$ cat src/rtl/mem_access_ctrl_if.sv
// Pipeline request/response handshake and data-memory bus
// seen from the access controller (master) and its environment (slave).
interface mem_access_ctrl_if #(
  parameter int DATA_WID = 32
);
  logic                req_valid;
  logic                req_ready;
  logic                req_write;
  logic [DATA_WID-1:0] req_addr;
  logic [DATA_WID-1:0] req_wdata;
  logic                resp_valid;
  logic                resp_ready;
  logic [DATA_WID-1:0] resp_data;
  logic                resp_error;
  logic [DATA_WID-1:0] mem_addr;
  logic [DATA_WID-1:0] mem_write_data;
  logic                mem_write_flag;
  logic                mem_read_flag;
  logic [DATA_WID-1:0] mem_valM;
  logic                mem_error;

  modport master (
    input  req_valid, req_write, req_addr, req_wdata,
    input  resp_ready, mem_valM, mem_error,
    output req_ready, resp_valid, resp_data, resp_error,
    output mem_addr, mem_write_data,
    output mem_write_flag, mem_read_flag
  );

  modport slave (
    output req_valid, req_write, req_addr, req_wdata,
    output resp_ready, mem_valM, mem_error,
    input  req_ready, resp_valid, resp_data, resp_error,
    input  mem_addr, mem_write_data,
    input  mem_write_flag, mem_read_flag
  );
endinterface

$ cat src/rtl/mem_access_ctrl.sv
// Memory-stage access controller: one load/store at a time,
// range trap before the memory, sticky address-error status.
module mem_access_ctrl #(
  parameter int DATA_WID    = 32,
  parameter int MAX_ADDR    = 10,
  parameter int MEM_LATENCY = 1
) (
  input  logic clk,
  input  logic rst_n,
  mem_access_ctrl_if.master bus,
  output logic stat_adr,
  output logic busy
);

  localparam int CW =
    (MEM_LATENCY > 1) ? $clog2(MEM_LATENCY) : 1;
  localparam logic [CW-1:0] CNT_INIT =
    CW'(MEM_LATENCY - 1);
  localparam logic [DATA_WID-1:0] MAX_A =
    DATA_WID'(MAX_ADDR);

  typedef enum logic [1:0] {
    IDLE,
    ACCESS,
    RESP
  } state_t;

  state_t              state_q, state_d;
  logic [DATA_WID-1:0] addr_q, addr_d;
  logic [DATA_WID-1:0] wdata_q, wdata_d;
  logic                write_q, write_d;
  logic [CW-1:0]       cnt_q, cnt_d;
  logic [DATA_WID-1:0] rdata_q, rdata_d;
  logic                err_q, err_d;
  logic                stat_q, stat_d;
  logic                accept;
  logic                in_access;

  assign in_access = (state_q == ACCESS);
  assign accept = bus.req_valid && bus.req_ready;

  assign bus.req_ready      = (state_q == IDLE) && !stat_q;
  assign bus.resp_valid     = (state_q == RESP);
  assign bus.resp_data      = rdata_q;
  assign bus.resp_error     = err_q;
  assign bus.mem_addr       = addr_q;
  assign bus.mem_write_data = wdata_q;
  assign bus.mem_write_flag = in_access && write_q;
  assign bus.mem_read_flag  = in_access && !write_q;
  assign stat_adr           = stat_q;
  assign busy               = (state_q != IDLE);

  always_comb begin
    state_d = state_q;
    addr_d  = addr_q;
    wdata_d = wdata_q;
    write_d = write_q;
    cnt_d   = cnt_q;
    rdata_d = rdata_q;
    err_d   = err_q;
    stat_d  = stat_q;
    unique case (state_q)
      IDLE: begin
        if (accept) begin
          addr_d  = bus.req_addr;
          wdata_d = bus.req_wdata;
          write_d = bus.req_write;
          rdata_d = '0;
          // Trap out-of-range before any flag is raised
          if (bus.req_addr > MAX_A) begin
            state_d = RESP;
            err_d   = 1'b1;
            stat_d  = 1'b1;
          end else begin
            state_d = ACCESS;
            cnt_d   = CNT_INIT;
            err_d   = 1'b0;
          end
        end
      end
      ACCESS: begin
        if (cnt_q == '0) begin
          state_d = RESP;
          err_d   = bus.mem_error;
          stat_d  = stat_q || bus.mem_error;
          if (write_q || bus.mem_error) rdata_d = '0;
          else                          rdata_d = bus.mem_valM;
        end else begin
          cnt_d = cnt_q - 1'b1;
        end
      end
      RESP: begin
        if (bus.resp_ready) state_d = IDLE;
      end
      default: state_d = IDLE;
    endcase
  end

  always_ff @(posedge clk) begin
    if (!rst_n) begin
      state_q <= IDLE;
      addr_q  <= '0;
      wdata_q <= '0;
      write_q <= 1'b0;
      cnt_q   <= '0;
      rdata_q <= '0;
      err_q   <= 1'b0;
      stat_q  <= 1'b0;
    end else begin
      state_q <= state_d;
      addr_q  <= addr_d;
      wdata_q <= wdata_d;
      write_q <= write_d;
      cnt_q   <= cnt_d;
      rdata_q <= rdata_d;
      err_q   <= err_d;
      stat_q  <= stat_d;
    end
  end

endmodule
$ cat src/flat_wrapper.sv
// flat-port wrapper written by rule: the top's interface ports become plain ports
module mem_access_ctrl_flat 
#(
  parameter int DATA_WID    = 32,
  parameter int MAX_ADDR    = 10,
  parameter int MEM_LATENCY = 1
)
  (clk, rst_n, stat_adr, busy, bus_req_valid, bus_req_write, bus_req_addr, bus_req_wdata, bus_resp_ready, bus_mem_valM, bus_mem_error, bus_req_ready, bus_resp_valid, bus_resp_data, bus_resp_error, bus_mem_addr, bus_mem_write_data, bus_mem_write_flag, bus_mem_read_flag);
  mem_access_ctrl_if #(.DATA_WID(DATA_WID)) bus_i ();
  input  logic clk;
  input  logic rst_n;
  output logic stat_adr;
  output logic busy;
  input wire logic [$bits(bus_i.req_valid)-1:0] bus_req_valid;
  input wire logic [$bits(bus_i.req_write)-1:0] bus_req_write;
  input wire logic [$bits(bus_i.req_addr)-1:0] bus_req_addr;
  input wire logic [$bits(bus_i.req_wdata)-1:0] bus_req_wdata;
  input wire logic [$bits(bus_i.resp_ready)-1:0] bus_resp_ready;
  input wire logic [$bits(bus_i.mem_valM)-1:0] bus_mem_valM;
  input wire logic [$bits(bus_i.mem_error)-1:0] bus_mem_error;
  output wire logic [$bits(bus_i.req_ready)-1:0] bus_req_ready;
  output wire logic [$bits(bus_i.resp_valid)-1:0] bus_resp_valid;
  output wire logic [$bits(bus_i.resp_data)-1:0] bus_resp_data;
  output wire logic [$bits(bus_i.resp_error)-1:0] bus_resp_error;
  output wire logic [$bits(bus_i.mem_addr)-1:0] bus_mem_addr;
  output wire logic [$bits(bus_i.mem_write_data)-1:0] bus_mem_write_data;
  output wire logic [$bits(bus_i.mem_write_flag)-1:0] bus_mem_write_flag;
  output wire logic [$bits(bus_i.mem_read_flag)-1:0] bus_mem_read_flag;
  assign bus_i.req_valid = bus_req_valid;
  assign bus_i.req_write = bus_req_write;
  assign bus_i.req_addr = bus_req_addr;
  assign bus_i.req_wdata = bus_req_wdata;
  assign bus_i.resp_ready = bus_resp_ready;
  assign bus_i.mem_valM = bus_mem_valM;
  assign bus_i.mem_error = bus_mem_error;
  assign bus_req_ready = bus_i.req_ready;
  assign bus_resp_valid = bus_i.resp_valid;
  assign bus_resp_data = bus_i.resp_data;
  assign bus_resp_error = bus_i.resp_error;
  assign bus_mem_addr = bus_i.mem_addr;
  assign bus_mem_write_data = bus_i.mem_write_data;
  assign bus_mem_write_flag = bus_i.mem_write_flag;
  assign bus_mem_read_flag = bus_i.mem_read_flag;
  mem_access_ctrl #(.DATA_WID(DATA_WID), .MAX_ADDR(MAX_ADDR), .MEM_LATENCY(MEM_LATENCY)) u_core (.clk(clk), .rst_n(rst_n), .bus(bus_i), .stat_adr(stat_adr), .busy(busy));
endmodule
$ cat config.mk
export PLATFORM = sky130hd
export DESIGN_NAME = mem_access_ctrl_flat
export DESIGN_NICKNAME = d
export VERILOG_FILES = /design/src/rtl/mem_access_ctrl_if.sv /design/src/rtl/mem_access_ctrl.sv /design/src/flat_wrapper.sv
export SDC_FILE = /design/constraint.sdc
export NUM_CORES = 1
export LEC_CHECK = 0
export ABC_CLOCK_PERIOD_IN_PS = 1600
export CAP_MARGIN = 20
export CORE_ASPECT_RATIO = 0.6
export CORE_MARGIN = 8
export CORE_UTILIZATION = 39
export CTS_CLUSTER_DIAMETER = 100
export CTS_CLUSTER_SIZE = 20
export DETAILED_ROUTE_END_ITERATION = 6
export GPL_TIMING_DRIVEN = 0
export PLACE_DENSITY_LB_ADDON = 0.25
export REMOVE_ABC_BUFFERS = 1
export SLEW_MARGIN = 20
export SYNTH_ARGS = -nofsm -noshare
export SYNTH_HDL_FRONTEND = slang
export SYNTH_SLANG_ARGS = --single-unit
$ cat constraint.sdc
create_clock -name clk -period 1.6 [get_ports clk]
set_input_delay 0.32 -clock clk [delete_from_list [all_inputs] [get_ports clk]]
set_output_delay 0.32 -clock clk [all_outputs]
set_load 0.02 [all_outputs]
# Word level (Yosys, flattened, before mapping)
# Index checks and enable logic that the tools add are counted.
dict set report classes {
  eq_ne 7
  magnitude_cmp 1
  n_reduce_logical 16
  n_addsub 1
  mux 21
}
# op n
set ops {}
lappend ops {{$mux 32} 3}
lappend ops {{$pmux 32 s2} 1}
lappend ops {{$gt 32x4->1 const B} 1}
lappend ops {{$mux 1} 9}
lappend ops {{$reduce_and 3->1} 3}
lappend ops {{$mux 2} 4}
lappend ops {{$ne 2x2->1 const B} 4}
lappend ops {{$pmux 1 s2} 3}
lappend ops {{$pmux 2 s3} 1}
lappend ops {{$logic_and 1x1->1} 4}
lappend ops {{$reduce_and 4->1} 1}
lappend ops {{$reduce_bool 2->1} 2}
lappend ops {{$eq 2x1->1 const B} 1}
lappend ops {{$eq 2x2->1 const B} 1}
lappend ops {{$logic_not 1->1} 2}
lappend ops {{$logic_not 2->1} 1}
lappend ops {{$logic_or 1x1->1} 2}
lappend ops {{$ne 2x1->1 const B} 1}
lappend ops {{$reduce_and 2->1} 1}
lappend ops {{$sub 1x1->1 const B} 1}
dict set report word_totals {
  reg_bits 102
  inputBits 102
}

# Logic depth before layout (Yosys ltp)
dict set report logic_depth {
  word_depth 5
  mapped_depth 6
  ltp_nobuf 4
}

# Worst setup path before layout
# OpenSTA, ideal clock, no wires.
dict set report synth_path {
  path_kind {flip-flop to flip-flop}
  startpoint {reg u_core.state_q[1]}
  endpoint {reg u_core.addr_q[0], in the netlist u_core.bus.mem_addr[0]}
  n_path_buf 2
  setup_ns 0.116
  synth_period_minus_slack_ns 1.350
  arrival_ns 1.234
  path_stages_with_launch 7
  setup_slack_ns 0.250
  required_ns 1.484
  cell_sequence {dfxtp_1 -> or2_4 -> or2_1 -> buf_6 -> buf_6 -> nand2_1 -> a21boi_1}
}
dict set report synth_between {
  elab_chain_cells 4
}
# item line
set synth_rtl {}
lappend synth_rtl {{from (decl)} mem_access_ctrl.sv:28} ;# state_t state_q, state_d;
lappend synth_rtl {{from (signal assigned)} mem_access_ctrl.sv:110} ;# state_q <= state_d;
lappend synth_rtl {{$logic_not 2->1 (*)} {mem_access_ctrl.sv:42, mem_access_ctrl.sv:62}}
lappend synth_rtl {{$logic_and 1x1->1} mem_access_ctrl.sv:42} ;# assign bus.req_ready = (state_q == IDLE) && !stat_q;
lappend synth_rtl {{$logic_and 1x1->1} mem_access_ctrl.sv:40} ;# assign accept = bus.req_valid && bus.req_ready;
lappend synth_rtl {{$reduce_and 2->1 (no line) (*)} -}
lappend synth_rtl {{to (signal assigned)} mem_access_ctrl.sv:111} ;# addr_q <= addr_d;
lappend synth_rtl {{to (decl)} mem_access_ctrl.sv:29} ;# logic [DATA_WID-1:0] addr_q, addr_d;
# Mark *: on every way between the ends. The rest lies on a longest branch, timed or not.
# A chain may end at the register's enable or synchronous reset.

# Worst setup path after layout
dict set report layout_path {
  startpoint {in bus_req_addr[4]}
  endpoint {reg u_core.stat_q, in the netlist u_core.stat_adr}
}
dict set report layout_between {
  elab_chain_cells 3
}
# item line
set layout_rtl {}
lappend layout_rtl {{from (decl)} flat_wrapper.sv:16} ;# input wire logic [$bits(bus_i.req_addr)-1:0] bus_req_addr;
lappend layout_rtl {{$gt 32x4->1} mem_access_ctrl.sv:70} ;# if (bus.req_addr > MAX_A) begin
lappend layout_rtl {{$ne 2x2->1 (no line)} -}
lappend layout_rtl {{$reduce_and 4->1 (no line)} -}
lappend layout_rtl {{to (signal assigned)} mem_access_ctrl.sv:117} ;# stat_q <= stat_d;
lappend layout_rtl {{to (decl)} mem_access_ctrl.sv:35} ;# logic stat_q, stat_d;
# Every way passes these cells.

==> report_table.html <==
<table>
<tr><th>Metric</th><th>Value</th></tr>
<tr><th colspan="2">Routing</th></tr>
<tr><td>Drc violations</td><td>0</td></tr>
<tr><td>Post-route ant nets</td><td>0</td></tr>
<tr><td>Routed length per placed instance</td><td>17.27 um</td></tr>
<tr><td>Starting DRT DRC Count</td><td>236</td></tr>
<tr><td>Total iterations of the first detailed-routing run</td><td>4</td></tr>
<tr><td>Vias post-DR</td><td>3682</td></tr>
<tr><td>Average via count per standard cell</td><td>4.838</td></tr>
<tr><td>Total wirelength of the detailed-routed design</td><td>13.14 mm</td></tr>
<tr><th colspan="2">Timing</th></tr>
<tr><td>Fin crit share</td><td>0.9707</td></tr>
<tr><td>Tightest Pin Transition</td><td>0.4257 ns</td></tr>
<tr><td>Clock skew</td><td>0.009004 ns</td></tr>
<tr><td>Worst slack on hold paths</td><td>0.4272 ns</td></tr>
<tr><td>Min Tclk post-route</td><td>1.553 ns</td></tr>
<tr><td>Relative max-transition margin</td><td>0.7162</td></tr>
<tr><td>Achievable frequency</td><td>0.6439 GHz</td></tr>
<tr><td>Number of endpoints with negative hold slack in the final report</td><td>0</td></tr>
<tr><td>Setup Total Neg Slack</td><td>0 ns</td></tr>
<tr><td>Final setup violation count</td><td>0</td></tr>
<tr><td>Number of max-slew violations in the final report</td><td>0</td></tr>
<tr><th colspan="2">Clocking</th></tr>
<tr><td>Root Buffer</td><td>clkbuf_16</td></tr>
<tr><td>Clock Path Buffers</td><td>2</td></tr>
<tr><td>Num Clock Sinks</td><td>101</td></tr>
<tr><td>Clock tree from TritonCTS</td><td>yes</td></tr>
<tr><td>Latest clock arrival within the worst-skew pair</td><td>0.33 ns</td></tr>
<tr><td>Reg clk slew, reported paths</td><td>0.07 ns</td></tr>
<tr><td>Max H-tree Level</td><td>3</td></tr>
<tr><td>Clock buffers created by TritonCTS</td><td>9</td></tr>
<tr><th colspan="2">Yosys</th></tr>
<tr><td>Sequential element share of the synthesized area</td><td>0.5266</td></tr>
<tr><td>Top cells by count, synth</td><td>130 x nand2_1, 101 x dfxtp_1, 50 x a21boi_1, 34 x nor2b_1, 32 x a22oi_1</td></tr>
<tr><td>Average instance area after synthesis</td><td>9.014 um^2</td></tr>
<tr><td>Number of synthesized flops with an enable pin</td><td>0</td></tr>
<tr><td>Count of mapped cells out of synthesis</td><td>426</td></tr>
<tr><td>Number of distinct library cells after synthesis</td><td>28</td></tr>
<tr><td>Cell with the most instances after synthesis</td><td>nand2_1</td></tr>
<tr><td>Top flip-flop cell by instance count after synthesis</td><td>dfxtp_1</td></tr>
<tr><td>Share of synthesized registers carrying an async set or reset</td><td>0</td></tr>
<tr><td>Seq cells post-synth</td><td>101</td></tr>
<tr><td>Top post-synthesis cells by area</td><td>dfxtp_1 53%, nand2_1 13%, a21boi_1 9.8%</td></tr>
<tr><td>Yosys synthesis warning count</td><td>0</td></tr>
<tr><td>Largest area contributor in the synthesized netlist</td><td>dfxtp_1</td></tr>
<tr><td>Netlist area before placement</td><td>3840 um^2</td></tr>
<tr><td>Share of Yosys cell area claimed by the top area cell type</td><td>0.5266</td></tr>
<tr><th colspan="2">Power</th></tr>
<tr><td>Sequential cell fraction of total power</td><td>0.446</td></tr>
<tr><td>Cell internal pwr</td><td>4.509 mW</td></tr>
<tr><td>Leakage power of the design</td><td>2.707 nW</td></tr>
<tr><td>Power Dens Cells</td><td>965.2 nW/um^2</td></tr>
<tr><td>Switching pwr</td><td>1.528 mW</td></tr>
<tr><td>Net Sw Frac</td><td>0.2531</td></tr>
<tr><td>VDD IR-drop max</td><td>0.6008 mV</td></tr>
<tr><td>Proportion of power drawn by the clock network</td><td>0.381</td></tr>
<tr><td>Gate power share</td><td>0.173</td></tr>
<tr><td>Pwr Total</td><td>6.037 mW</td></tr>
<tr><th colspan="2">Hold path</th></tr>
<tr><td>Class of the tightest hold or removal check</td><td>primary input to flop</td></tr>
<tr><td>Hold Startpoint</td><td>rst_n</td></tr>
<tr><th colspan="2">Setup path</th></tr>
<tr><td>Setup slack on the worst flop-to-flop path</td><td>0.16 ns</td></tr>
<tr><td>CP Max Fanout</td><td>2</td></tr>
<tr><td>Critical path capture point type</td><td>flop</td></tr>
<tr><td>Capture instance of the worst register-to-register path</td><td>u_core.bus.mem_addr[22]</td></tr>
<tr><td>Critical path class</td><td>primary input to flop</td></tr>
<tr><td>Startpoint of the most critical register-to-register path</td><td>u_core.state_q[0]</td></tr>
<tr><td>Number of cell instances on the worst register-to-register path</td><td>4</td></tr>
<tr><td>Data required time at the worst endpoint</td><td>1.80 ns</td></tr>
<tr><td>Kind of start point of the critical path</td><td>primary input</td></tr>
<tr><td>Worst Setup EP</td><td>u_core.stat_adr</td></tr>
<tr><td>Launching instance or port of the critical path</td><td>bus_req_addr[4]</td></tr>
<tr><td>WP data arrival</td><td>1.76 ns</td></tr>
<tr><th colspan="2">Global routing</th></tr>
<tr><td>Antenna violations before repair</td><td>0</td></tr>
<tr><td>Total routing usage reported by global routing</td><td>0.1917</td></tr>
<tr><td>Pin count of the biggest net entering global routing</td><td>60</td></tr>
<tr><td>Total grt overflow</td><td>0</td></tr>
<tr><td>Via count of the first global-routing pass</td><td>3771</td></tr>
<tr><td>Wire length of the first global-routing pass</td><td>20.12 mm</td></tr>
<tr><th colspan="2">Floorplan</th></tr>
<tr><td>Die outline area</td><td>13380 um^2</td></tr>
<tr><td>Width of the die</td><td>144.1 um</td></tr>
<tr><td>Num ports</td><td>205</td></tr>
<tr><td>Initial core utilization</td><td>0.3957</td></tr>
<tr><td>Core Box Area</td><td>9704 um^2</td></tr>
<tr><td>Die outline height</td><td>92.86 um</td></tr>
<tr><td>Std cell rows</td><td>28</td></tr>
<tr><th colspan="2">Final layout</th></tr>
<tr><td>Share of final-layout standard cells stronger than drive strength 1</td><td>0.07827</td></tr>
<tr><td>Diodes inserted</td><td>0</td></tr>
<tr><td>Layout overhead on the synthesized area</td><td>62.89%</td></tr>
<tr><td># nets final</td><td>723</td></tr>
<tr><td>Post-route design area</td><td>6255 um^2</td></tr>
<tr><td>Post-Route Utilization</td><td>0.6445</td></tr>
<tr><th colspan="2">Placement</th></tr>
<tr><td>Routability congestion estimate</td><td>0.7481</td></tr>
<tr><td>Final HPWL from detailed placement</td><td>9.111 mm</td></tr>
<tr><td>Placed standard-cell area</td><td>5961 um^2</td></tr>
<tr><td>Number of input and output port buffers inserted</td><td>204</td></tr>
<tr><th colspan="2">Job</th></tr>
<tr><td># Max-Cap Violations</td><td>0</td></tr>
<tr><th colspan="2">Run status</th></tr>
<tr><td>Outcome</td><td>completed</td></tr>
</table>
## per-layer routing
layer,track usage,vias up,wire length (um)
met3,0.08680,12,1312
met1,0.2190,1729,5431
li1,-,1816,-
met2,0.3199,125,6261
met4,0.05048,0,139
met5,0,-,0
## per-stage QoR
| stage | worst slack [ns] | std cells |
|---|---|---|
| floorplan | -0.5013 | 395 |
| global placement | -2.035 | 734 |
| detailed placement | -0.6268 | 738 |
| CTS | -0.01035 | 759 |
| global route | -0.04710 | 761 |
| finish | 0.04692 | 761 |
## state kept, by name, summed over array words and instances (netlist names)
name and flops:
u_core.bus.mem_addr 32, u_core.bus.mem_write_data 32, u_core.bus.resp_data 32, u_core.bus.resp_error 1, u_core.stat_adr 1, u_core.state_q 2, u_core.write_q 1
## worst max-delay path: stages
cell	delay, ns
clkdlybuf4s50_1	0.45
nor4_2	0.35
nand3_1	0.19
o31ai_2	0.31
a21boi_0	0.13
## layout by cell type (no fill, tap or decap), types with 2 or more instances in the layout
cell type | netlist | layout
a21boi_0 | 17 | 17
a21boi_1 | 50 | 50
a21oi_1 | 3 | 3
a22oi_1 | 32 | 32
buf_2 | 11 | 3
buf_4 | 3 | 7
bufinv_16 | 0 | 2
clkbuf_1 | 11 | 2
clkbuf_16 | 0 | 10
clkdlybuf4s50_1 | 0 | 100
clkinvlp_4 | 0 | 2
dfxtp_1 | 101 | 99
dfxtp_2 | 0 | 2
dlygate4sd2_1 | 0 | 96
dlymetal6s2s_1 | 0 | 2
inv_1 | 3 | 3
nand2_1 | 130 | 130
nor2_2 | 0 | 2
nor2b_1 | 34 | 33
nor4_1 | 7 | 2
nor4_2 | 0 | 4
or2_4 | 1 | 3
## logic make-up after synthesis
logic type | Yosys count | synth area share
AOI/OAI and AO/OA | 106 | 0.2050
buffers and inverters | 34 | 0.05148
and+or+nand+nor | 185 | 0.2170
DFF | 101 | 0.5266
## worst min-delay path by stage
stage,end,slack [ns],depth (start not counted)
after global routing,u_core.bus.mem_addr[28],0.44,2
after CTS,u_core.bus.resp_data[14],0.43,2
after global placement,u_core.bus.mem_write_data[4],0.44,2
final,u_core.bus.resp_data[14],0.43,2
after detailed placement,u_core.bus.mem_write_data[6],0.44,2
after floorplan,u_core.bus.resp_data[0],0.45,1
## repair_timing
| item | in CTS | in global routing |
|---|---|---|
| setup endpoints to repair | 201 | 50 |
| hold buffers | 0 | 0 |
| gates resized for setup | 120 | 17 |
| pin swaps | 3 | 6 |
| gates cloned | 2 | 1 |
| buffers inserted | 3 | 2 |
## power by group through the flow
| stage | sequential (mW) | combinational [mW] | clock (mW) |
|---|---|---|---|
| 5_1_grt | 2.71 | 1.13 | 2.47 |
| 4_1_cts | 2.69 | 1.04 | 2.37 |
| 3_5_place_dp | 2.75 | 1.08 | 0 |
| 2_1_floorplan | 2.89 | 0.280 | 0 |
| 3_3_place_gp | 2.75 | 1.04 | 0 |
| 6_report | 2.69 | 1.04 | 2.30 |
## final cells by class
type | instances | area (um^2)
inverter | 3 | 11.26
sequential | 101 | 2024
multi-input combinational | 293 | 1717
clock inverter | 5 | 83.83
timing repair buffer | 213 | 2017
tap | 135 | 168.9
clock buffer | 11 | 232.7
fill | 859 | 3450
No activity file was read; power rests on OpenSTA's default activity.
